===== src/rtl/axis_flit_deserializer.sv =====
// Packs narrow AXI-Stream flits into wide words with an assembly and an output register.
// Optional idle flush of partial words: define DESER_FLUSH_TIMEOUT_EN.
module axis_flit_deserializer #(
  parameter int IN_WIDTH       = 40,
  parameter int RATIO          = 4,
  parameter int CNT_WIDTH      = $clog2(RATIO + 1),
  parameter int TIMEOUT_CYCLES = 16,
  localparam int OUT_WIDTH     = IN_WIDTH * RATIO
) (
  input  logic                 ACLK,
  input  logic                 ARESET,
  input  logic                 s_TVALID,
  output logic                 s_TREADY,
  input  logic [IN_WIDTH-1:0]  s_TDATA,
  input  logic                 s_TLAST,
  output logic                 m_TVALID,
  input  logic                 m_TREADY,
  output logic [OUT_WIDTH-1:0] m_TDATA,
  output logic [CNT_WIDTH-1:0] m_TBEATS,
  output logic                 m_TLAST
);

  logic [CNT_WIDTH-1:0] r_cnt, r_hbeats, r_mbeats;
  logic [OUT_WIDTH-1:0] r_asm, r_mdata;
  logic                 r_done, r_hlast, r_mvalid, r_mlast;

  logic [CNT_WIDTH-1:0] w_cnt, w_hbeats, w_mbeats;
  logic [OUT_WIDTH-1:0] w_asm, w_mdata;
  logic                 w_done, w_hlast, w_mvalid, w_mlast;

  logic                 w_acc, w_out_free, w_xfer, w_fin, w_flush;
  logic [CNT_WIDTH-1:0] w_base_cnt, w_new_cnt;
  logic [OUT_WIDTH-1:0] w_new_data;

  assign s_TREADY   = !ARESET && !(r_done && r_mvalid && !m_TREADY);
  assign w_acc      = s_TVALID && s_TREADY;
  assign w_out_free = !r_mvalid || m_TREADY;
  assign w_xfer     = r_done && w_out_free;

  // A held word leaves this cycle, so an incoming beat starts a fresh word.
  assign w_base_cnt = r_done ? '0 : r_cnt;
  assign w_new_cnt  = w_base_cnt + CNT_WIDTH'(1);
  assign w_fin      = w_acc &&
                      (s_TLAST || w_base_cnt == CNT_WIDTH'(RATIO - 1));

  always_comb begin
    w_new_data = r_done ? '0 : r_asm;
    for (int k = 0; k < RATIO; k++) begin
      if (w_base_cnt == CNT_WIDTH'(k))
        w_new_data[k*IN_WIDTH +: IN_WIDTH] = s_TDATA;
    end
  end

`ifdef DESER_FLUSH_TIMEOUT_EN
  localparam int IDLE_W = $clog2(TIMEOUT_CYCLES + 1);
  logic [IDLE_W-1:0] r_idle;

  assign w_flush = !r_done && r_cnt != '0 && !w_acc &&
                   r_idle == IDLE_W'(TIMEOUT_CYCLES - 1);

  always_ff @(posedge ACLK) begin
    if (ARESET || w_acc || w_flush || r_done || r_cnt == '0)
      r_idle <= '0;
    else
      r_idle <= r_idle + IDLE_W'(1);
  end
`else
  logic w_unused_timeout;
  assign w_unused_timeout = (TIMEOUT_CYCLES > 0);
  assign w_flush = 1'b0;
`endif

  always_comb begin
    w_cnt    = r_cnt;
    w_asm    = r_asm;
    w_done   = r_done;
    w_hbeats = r_hbeats;
    w_hlast  = r_hlast;
    w_mvalid = r_mvalid;
    w_mdata  = r_mdata;
    w_mbeats = r_mbeats;
    w_mlast  = r_mlast;

    // Output register: held word first, then a word finishing now.
    if (w_xfer) begin
      w_mvalid = 1'b1;
      w_mdata  = r_asm;
      w_mbeats = r_hbeats;
      w_mlast  = r_hlast;
    end else if (w_fin && w_out_free) begin
      w_mvalid = 1'b1;
      w_mdata  = w_new_data;
      w_mbeats = w_new_cnt;
      w_mlast  = s_TLAST;
    end else if (w_flush && w_out_free) begin
      w_mvalid = 1'b1;
      w_mdata  = r_asm;
      w_mbeats = r_cnt;
      w_mlast  = 1'b0;
    end else if (m_TREADY) begin
      w_mvalid = 1'b0;
    end

    if (w_fin && (w_xfer || !w_out_free)) begin
      w_done   = 1'b1;
      w_asm    = w_new_data;
      w_hbeats = w_new_cnt;
      w_hlast  = s_TLAST;
      w_cnt    = '0;
    end else if (w_fin) begin
      w_done = 1'b0;
      w_asm  = '0;
      w_cnt  = '0;
    end else if (w_acc) begin
      w_done = 1'b0;
      w_asm  = w_new_data;
      w_cnt  = w_new_cnt;
    end else if (w_xfer) begin
      w_done = 1'b0;
      w_asm  = '0;
      w_cnt  = '0;
    end else if (w_flush) begin
      w_cnt = '0;
      if (w_out_free) begin
        w_asm = '0;
      end else begin
        w_done   = 1'b1;
        w_hbeats = r_cnt;
        w_hlast  = 1'b0;
      end
    end
  end

  always_ff @(posedge ACLK) begin
    if (ARESET) begin
      r_cnt    <= '0;
      r_asm    <= '0;
      r_done   <= 1'b0;
      r_hbeats <= '0;
      r_hlast  <= 1'b0;
      r_mvalid <= 1'b0;
      r_mdata  <= '0;
      r_mbeats <= '0;
      r_mlast  <= 1'b0;
    end else begin
      r_cnt    <= w_cnt;
      r_asm    <= w_asm;
      r_done   <= w_done;
      r_hbeats <= w_hbeats;
      r_hlast  <= w_hlast;
      r_mvalid <= w_mvalid;
      r_mdata  <= w_mdata;
      r_mbeats <= w_mbeats;
      r_mlast  <= w_mlast;
    end
  end

  assign m_TVALID = r_mvalid;
  assign m_TDATA  = r_mdata;
  assign m_TBEATS = r_mbeats;
  assign m_TLAST  = r_mlast;

endmodule


===== config.mk =====
export PLATFORM = sky130hd
export DESIGN_NAME = axis_flit_deserializer
export DESIGN_NICKNAME = d
export VERILOG_FILES = /design/src/rtl/axis_flit_deserializer.sv
export SDC_FILE = /design/constraint.sdc
export NUM_CORES = 1
export LEC_CHECK = 0
export BUFFER_PORTS_ARGS = -buffer_cell sky130_fd_sc_hd__buf_2
export CAP_MARGIN = 20
export CELL_PAD_IN_SITES_DETAIL_PLACEMENT = 1
export CELL_PAD_IN_SITES_GLOBAL_PLACEMENT = 1
export CORE_MARGIN = 1.5
export CORE_UTILIZATION = 49
export CTS_BUF_LIST = sky130_fd_sc_hd__clkbuf_4 sky130_fd_sc_hd__clkbuf_8
export DETAILED_ROUTE_END_ITERATION = 10
export GPL_TIMING_DRIVEN = 0
export PLACE_DENSITY_LB_ADDON = 0.2
export RECOVER_POWER = 100
export SLEW_MARGIN = 20
export SYNTH_ARGS = -nofsm -noshare
export SYNTH_HDL_FRONTEND = slang
export SYNTH_SLANG_ARGS = --single-unit

===== constraint.sdc =====
create_clock -name ACLK -period 3.75 [get_ports ACLK]
set_input_delay 0.375 -clock ACLK [delete_from_list [all_inputs] [get_ports ACLK]]
set_output_delay 0.375 -clock ACLK [all_outputs]
set_load 0.05 [all_outputs]

==> metrics.md, run 1 <==
| Metric | Value |
|---|---|
| Unique masters post-synth | 45 |
| Routed via count | 17200 |
| Overall routing resource usage | about 36% |
| Total power | 8.37 mW |
| Die height | 187 um |
| Final min period | ~3.6 ns |
| Largest area contributor in the netlist | dfxtp_1 |
| Synth cell count leaders | dfxtp_1, a21oi_1, nand2_1, clkbuf_1, o211ai_1 |
| Setup ws final | 0.142 ns |
| Post-Synthesis Cells | 1933 |
| Initial core utilization | 49.5% |
| Max-cap viol count | 0 |
| Initial antenna violation count | 0 |
| Vias in the first global route | 17300 |
| Slew headroom | 25.8% |
| Post-Syn Nets | between 1500 and 2000 |
| Arrival time worst endpoint | 4.13 ns |
| Share of cells above drive strength 1 | 12.6% |
| Num CTS Buffers | between 50 and 60 |
| Power per standard cell area | 444 mW/mm2 |
| Flop and latch count out of synthesis | 333 |
| Area Overhead vs Synth | 14.2% |
| Crit path to | m_TDATA[33] |
| Net Sw Frac | 30.4% |
| Clock power share | a little over 40% |
| Final wirelength | 65200 um |
| Root Buffer | clkbuf_8 |
| HPWL after DPL | about 45000 um |
| Post-synthesis mux area share | 0.0606% |
| Worst Hold Depth | 3 |
| Drt first pass iters | 5 |
| Int Pwr | 5.83 mW |
| Hold buffers post-CTS | 0 |
| Final Wtd Congestion | 0.904 |
| Crit Reg-Reg Startpoint | r_cnt[2] |
| Placed Instance Area | 0.0181 mm2 |
| Worst-Skew Late Latency | roughly 0.62 ns |
| CP max FO | 10 |
| Largest family of logic cells by synthesized area | compound AO/OA/AOI/OAI gates |
| Buffers on Ports | 209 |
| Routed WL per cell | 24.3 um |
| Die Area | 0.0348 mm2 |
| # H-tree levels | 2 |
| Post-CTS setup buffer count | 0 |
| Core area | 0.0334 mm2 |
| Worst-Margin Slew | 1.11 ns |
| Top FF cell, synth | dfxtp_1 |
| Adder-cell share of the synthesized area | less than 1% |
| Grt ovf | 0 |
| Register area share after synthesis | 40.3% |
| Flop-to-flop setup slack | 0.14 ns |
| Simple-gate share of the synthesized area | about an eighth |
| Crit path launch type | register |
| Final ANT Viol Nets | 0 |
| FP Rows | 67 |
| Pre-CTS WS | 0.124 ns |
| Non-filler cells, final | 2684 |
| TritonCTS Sinks | 333 |
| Compound-Gate Fraction of Synth Area | between 30% and 40% |
| Crit. End Element | register |
| Worst Setup SP | r_cnt[2] |
| Clock Pin Slew Worst Setup and Hold Paths | 0.06 ns |
| Max Root-Sink Buffers | 3 |
| Reg2reg end | m_TDATA[33] |
| Setup_tns | 0 ns |
| Post-Synth XOR/XNOR Area | 0.106% |
| Layout Nets | about 2200 |
| Die X | between 150 and 200 um |
| Initial DRC count | 1505 |
| Global-route wire length before repair | 101000 um |
| Psw | 2.54 mW |
| Final setup fails | 0 |
| WP data required | between 4 and 5 ns |
| RSZ-0062 raised after global routing | no |
| Gate power share | 14.2% |
| Clk_skew | 0.0179 ns |
| Path type of the worst setup path | reg -> reg |
| Hold Fails Final Rpt | 0 |
| CTS resizes | 0 |
| Worst reg-to-reg path cell count | 13 |
| VDD IR max | 0.268 mV |
| Async SR Flop Fraction | 0% |
| Syn_area_per_cell | 8.55 um2 |
| Tcrit/Tclk final | between 90% and 100% |
| Post-synth design cell area | 0.0165 mm2 |
| Leakage dissipation | 6.07 nW |
| Share of the synthesized area in the top cell type | 40.3% |
| DRC Markers | 0 |
| Largest cells by area after synthesis | dfxtp_1, a21oi_1, a211oi_2 |
| Hold Path Class | in -> reg |
| IO Pins | 211 |
| Pins Over Slew Limit | 0 |
| EDFF count, synth | 0 |
| Cell area after layout | 0.0189 mm2 |
| Maximum number of pins on one net before global-route repair | 15 |
| Sequential share of power | around 45% |
| Vias/cell | ~6.4 |
| CTS tree | yes |
| Max frequency | 0.277 GHz |
| DP Cell Count | 2590 |
| Yosys warns | 0 |
| Most common cell in the synthesized netlist | dfxtp_1 |
| Status | finished clean |
metal layers:
| metal | vias up | part of all wire [%] | track usage [%] |
|---|---|---|---|
| met5 | - | 0 | 0 |
| met4 | 0 | 4.8 | 17.8 |
| met3 | 187 | 7.0 | 5.62 |
| met2 | 759 | 46 | 57.4 |
| met1 | 8535 | 43 | 48.3 |
| li1 | 7672 | - | - |
cell usage in the layout (no fill, tap or decap), drive strengths merged, types with 2 or more instances in the layout:
cell type,n
a211oi,164
a21boi,4
a21oi,254
a22o,40
a22oi,80
a311oi,42
a32oi,40
and3b,80
buf,116
bufinv,2
clkbuf,408
clkinv,6
clkinvlp,2
dfxtp,333
diode,2
ha,3
inv,85
nand2,209
nand2b,42
nand3,5
nor2,47
nor2b,3
nor3,2
o2111ai,3
o211ai,120
o21a,40
o21ai,88
or2,2
or3,2
xnor2,2
kinds of logic after synthesis:
family / Yosys count
and+or+nand+nor: 396
adders and majority gates: 4
DFF: 333
buffers and inverters: 318
muxes: 1
AOI/OAI and AO/OA: 879
xor gates and xnor gates: 2
metrics by stage:
stage | hold slack, ns | util, %
2_1_floorplan | 0.442 | -
3_3_place_gp | 0.456 | 54.3
3_5_place_dp | 0.457 | 54.3
4_1_cts | 0.0486 | 57.8
5_1_grt | 0.0735 | 56.5
6_report | 0.0678 | 56.5
how the worst min path moves through the flow:
stage | from | endpoint | slack [ns]
floorplan | r_asm[0] | r_asm[0] | 0.44
finish | s_TLAST | r_hlast | 0.07
detailed placement | r_asm[6] | r_asm[6] | 0.46
global placement | r_asm[3] | r_asm[3] | 0.46
CTS | s_TLAST | r_hlast | 0.05
global route | s_TLAST | m_TLAST | 0.07
registers in the layout (all words and copies together), names as in the netlist:
name and flops:
r_cnt 3, r_hbeats 3, r_done 1, m_TVALID 1
r_hlast 1, m_TLAST 1, r_asm 160, m_TDATA 160
m_TBEATS 3
critical path: stages (launching register included):
cell      delay [ns]
dfxtp_1         0.44
nor2b_1         0.16
clkbuf_2        0.29
clkbuf_1        0.39
inv_1           0.12
ha_1            0.21
buf_2           0.21
or2_1           0.23
buf_2           0.17
a21oi_2         0.43
nor2_2          0.15
buf_6           0.21
buf_2           0.22
a311oi_1        0.26
power groups by stage:
stage	logic, mW	registers (mW)	clock network (mW)
6_report	1.19	3.72	3.46
5_1_grt	1.24	3.73	3.62
4_1_cts	1.21	3.72	3.47
3_5_place_dp	1.21	3.79	0
3_3_place_gp	1.18	3.79	0
2_1_floorplan	0.537	4.05	0
cell type report:
| cell class | instances | area, um2 |
|---|---|---|
| Fill cell | 4218 | 14500 |
| Sequential cell | 333 | 6670 |
| Clock buffer | 82 | 1050 |
| Inverter | 85 | 319 |
| Timing Repair Buffer | 209 | 840 |
| Antenna cell | 2 | 5.00 |
| Multi-Input combinational cell | 1282 | 8310 |
| Clock inverter | 10 | 105 |
| Tap cell | 448 | 561 |
| Buffer | 233 | 1000 |
(Power assumes the default switching activity.)
==> inputs of run 2 (changes only) <==
--- a/config.mk
+++ b/config.mk
@@ -14,7 +14,7 @@
 export CTS_BUF_LIST = sky130_fd_sc_hd__clkbuf_4 sky130_fd_sc_hd__clkbuf_8
 export DETAILED_ROUTE_END_ITERATION = 10
 export GPL_TIMING_DRIVEN = 0
-export PLACE_DENSITY_LB_ADDON = 0.2
+export PLACE_DENSITY = 0.93
 export RECOVER_POWER = 100
 export SLEW_MARGIN = 20
 export SYNTH_ARGS = -nofsm -noshare
==> run 2 against run 1 <==
Hold slack better by 0.0084 ns. Wire length is 8.8% higher. Global-route usage is 3.0 points higher. Core utilization is 0.71 points higher. Clock power hardly changed.
==> metrics.md, run 2 (synthesis results as in run 1) <==
| Metric | Value |
|---|---|
| Flop-to-flop setup slack | approximately 0.12 ns |
| Clock power share | 40.8% |
| Placed Instance Area | 0.0181 mm2 |
| HPWL after DPL | 46800 um |
| Core area | 0.0334 mm2 |
| Psw | between 2 and 3 mW |
| Worst-Skew Late Latency | slightly above 0.6 ns |
| Global-route wire length before repair | ~110000 um |
| Drt first pass iters | 6 |
| Maximum number of pins on one net before global-route repair | 15 |
| Hold buffers post-CTS | 0 |
| Routed via count | 18300 |
| Max Root-Sink Buffers | 3 |
| Final core utilization | 57.3% |
| Die height | 187 um |
| FF/Latch Area | between 0.006 and 0.007 mm2 |
| Crit. End Element | register |
| Fill count | between 4000 and 5000 |
| # H-tree levels | 2 |
| Initial core utilization | 49.5% |
| Status | finished clean |
| Critical path's most frequent cell | buf_2 |
| Tcrit/Tclk final | 96.7% |
| VDD IR max | 0.242 mV |
| Max-cap viol count | 0 |
| Crit Reg-Reg Startpoint | r_cnt[2] |
| CTS tree | yes |
| Initial antenna violation count | 5 |
| Num CTS Buffers | 56 |
| Hold Path Class | in -> reg |
| Hold Fails Final Rpt | 0 |
| Cell area after layout | 0.0191 mm2 |
| Leakage dissipation | 6.13 nW |
| FP Rows | 67 |
| Worst reg-to-reg path cell count | 13 |
| Sequential share of power | 44.4% |
| CP max FO | 10 |
| Multi-input gate area | 0.00850 mm2 |
| Worst Setup SP | r_cnt[2] |
| Hold Startpoint | s_TLAST |
| Commonest non-fill, non-tap cells in the layout | dfxtp_1, clkbuf_1, a21oi_1, nand2_1, o211ai_1 |
| Die Area | 0.0348 mm2 |
| Clk_skew | 0.0207 ns |
| Total power | between 8 and 9 mW |
| Max frequency | between 0.2 and 0.3 GHz |
| Pins Over Slew Limit | 0 |
| Non-filler cells, final | 2694 |
| TritonCTS Sinks | 333 |
| Gate power share | 14.8% |
| DRC Markers | 0 |
| Share of cells above drive strength 1 | 14.5% |
| Arrival time worst endpoint | 4.16 ns |
| WP data required | 4.29 ns |
| Slew headroom | 30.1% |
| Vias in the first global route | 19100 |
| Clock Pin Slew Worst Setup and Hold Paths | around 0.060 ns |
| Worst-Margin Slew | around 1.0 ns |
| Root Buffer | clkbuf_8 |
| IO Pins | 211 |
| Final setup fails | 0 |
| Reg2reg end | r_asm[103] |
| Initial DRC count | 2078 |
| Final ANT Viol Nets | 0 |
| Worst path max stage delay | between 0.4 and 0.5 ns |
| Overall routing resource usage | slightly below 40% |
| Area Overhead vs Synth | 15.6% |
| Buffers on Ports | 209 |
| Final wirelength | 70900 um |
| Path type of the worst setup path | reg -> reg |
| Crit path launch type | register |
| Die X | 187 um |
| Slowest cell on crit path | dfxtp_1 |
| Int Pwr | 5.80 mW |
| Vias/cell | 6.80 |
| Power per standard cell area | 440 mW/mm2 |
| CP Cell Sequence | nor2b_1, clkbuf_2, clkbuf_1, inv_1, ha_1, buf_2, or2_1, buf_2, nand3_1, buf_2, buf_2, o211ai_1, a21oi_1 |
| Crit path to | r_asm[103] |
| Grt ovf | 0 |
| Final Wtd Congestion | 0.923 |
| DP Cell Count | 2590 |
| Routed WL per cell | 26.3 um |
| Final min period | 3.63 ns |
| Commonest non-fill, non-tap cell in the layout | dfxtp_1 |
| Layout Nets | 2248 |
| Net Sw Frac | 30.9% |
-- run 2: worst min path at each step --
stage | end | slack (ns) | cells after the start
3_5_place_dp | r_asm[22] | 0.46 | 1
4_1_cts | r_hlast | 0.04 | 3
6_report | r_hlast | 0.08 | 3
2_1_floorplan | r_asm[0] | 0.44 | 1
3_3_place_gp | r_asm[54] | 0.46 | 2
5_1_grt | r_hlast | 0.07 | 3
-- run 2: timing repair --
item	4_1_cts	5_1_grt
setup buffers	0	0
endpoints found under the setup margin	0	195
resized for setup	0	7
hold endpoints to repair	0	0
-- run 2: critical path: cells and delay by family (launching register included) --
| kind | cells | cell delay [ns] |
|---|---|---|
| AOI/OAI and AO/OA | 2 | 0.39 |
| adders and majority gates | 1 | 0.23 |
| buffers and inverters | 7 | 1.89 |
| DFF | 1 | 0.47 |
| and+or+nand+nor | 3 | 0.54 |
-- run 2: power by group through the flow --
| stage | clock network, mW | logic (mW) | registers (mW) |
|---|---|---|---|
| after global placement | 0 | 1.16 | 3.79 |
| after detailed placement | 0 | 1.20 | 3.79 |
| after CTS | 3.41 | 1.23 | 3.72 |
| after floorplan | 0 | 0.537 | 4.05 |
| after global routing | 3.59 | 1.29 | 3.73 |
| final | 3.43 | 1.24 | 3.73 |
-- run 2: per-layer routing --
metal | GRT usage (%) | part of all wire (%) | vias up
met5 | 0 | 0 | -
met3 | 7.84 | 9.0 | 395
met1 | 47.7 | 39 | 8991
met4 | 26.6 | 7.1 | 0
met2 | 63.0 | 45 | 1274
li1 | - | - | 7668
-- run 2: area by class of cell --
class                   instances  area share, %
multi-input cells            1282           44.5
clock buffers                  92           5.87
well taps                     448           2.93
repair buffers                209           4.39
diodes                          6         0.0786
inverters                      85           1.67
clock inverters                 6          0.190
flip-flops and latches        333           34.9
plain buffers                 233           5.49
-- run 2: per-stage QoR --
step	worst slack, ns	hold slack (ns)	TNS, ns
6_report	0.122	0.0762	0
4_1_cts	0.104	0.0422	0
2_1_floorplan	1.21	0.442	0
3_5_place_dp	0.168	0.460	0
5_1_grt	-0.00526	0.0678	-0.00526
3_3_place_gp	0.310	0.455	0
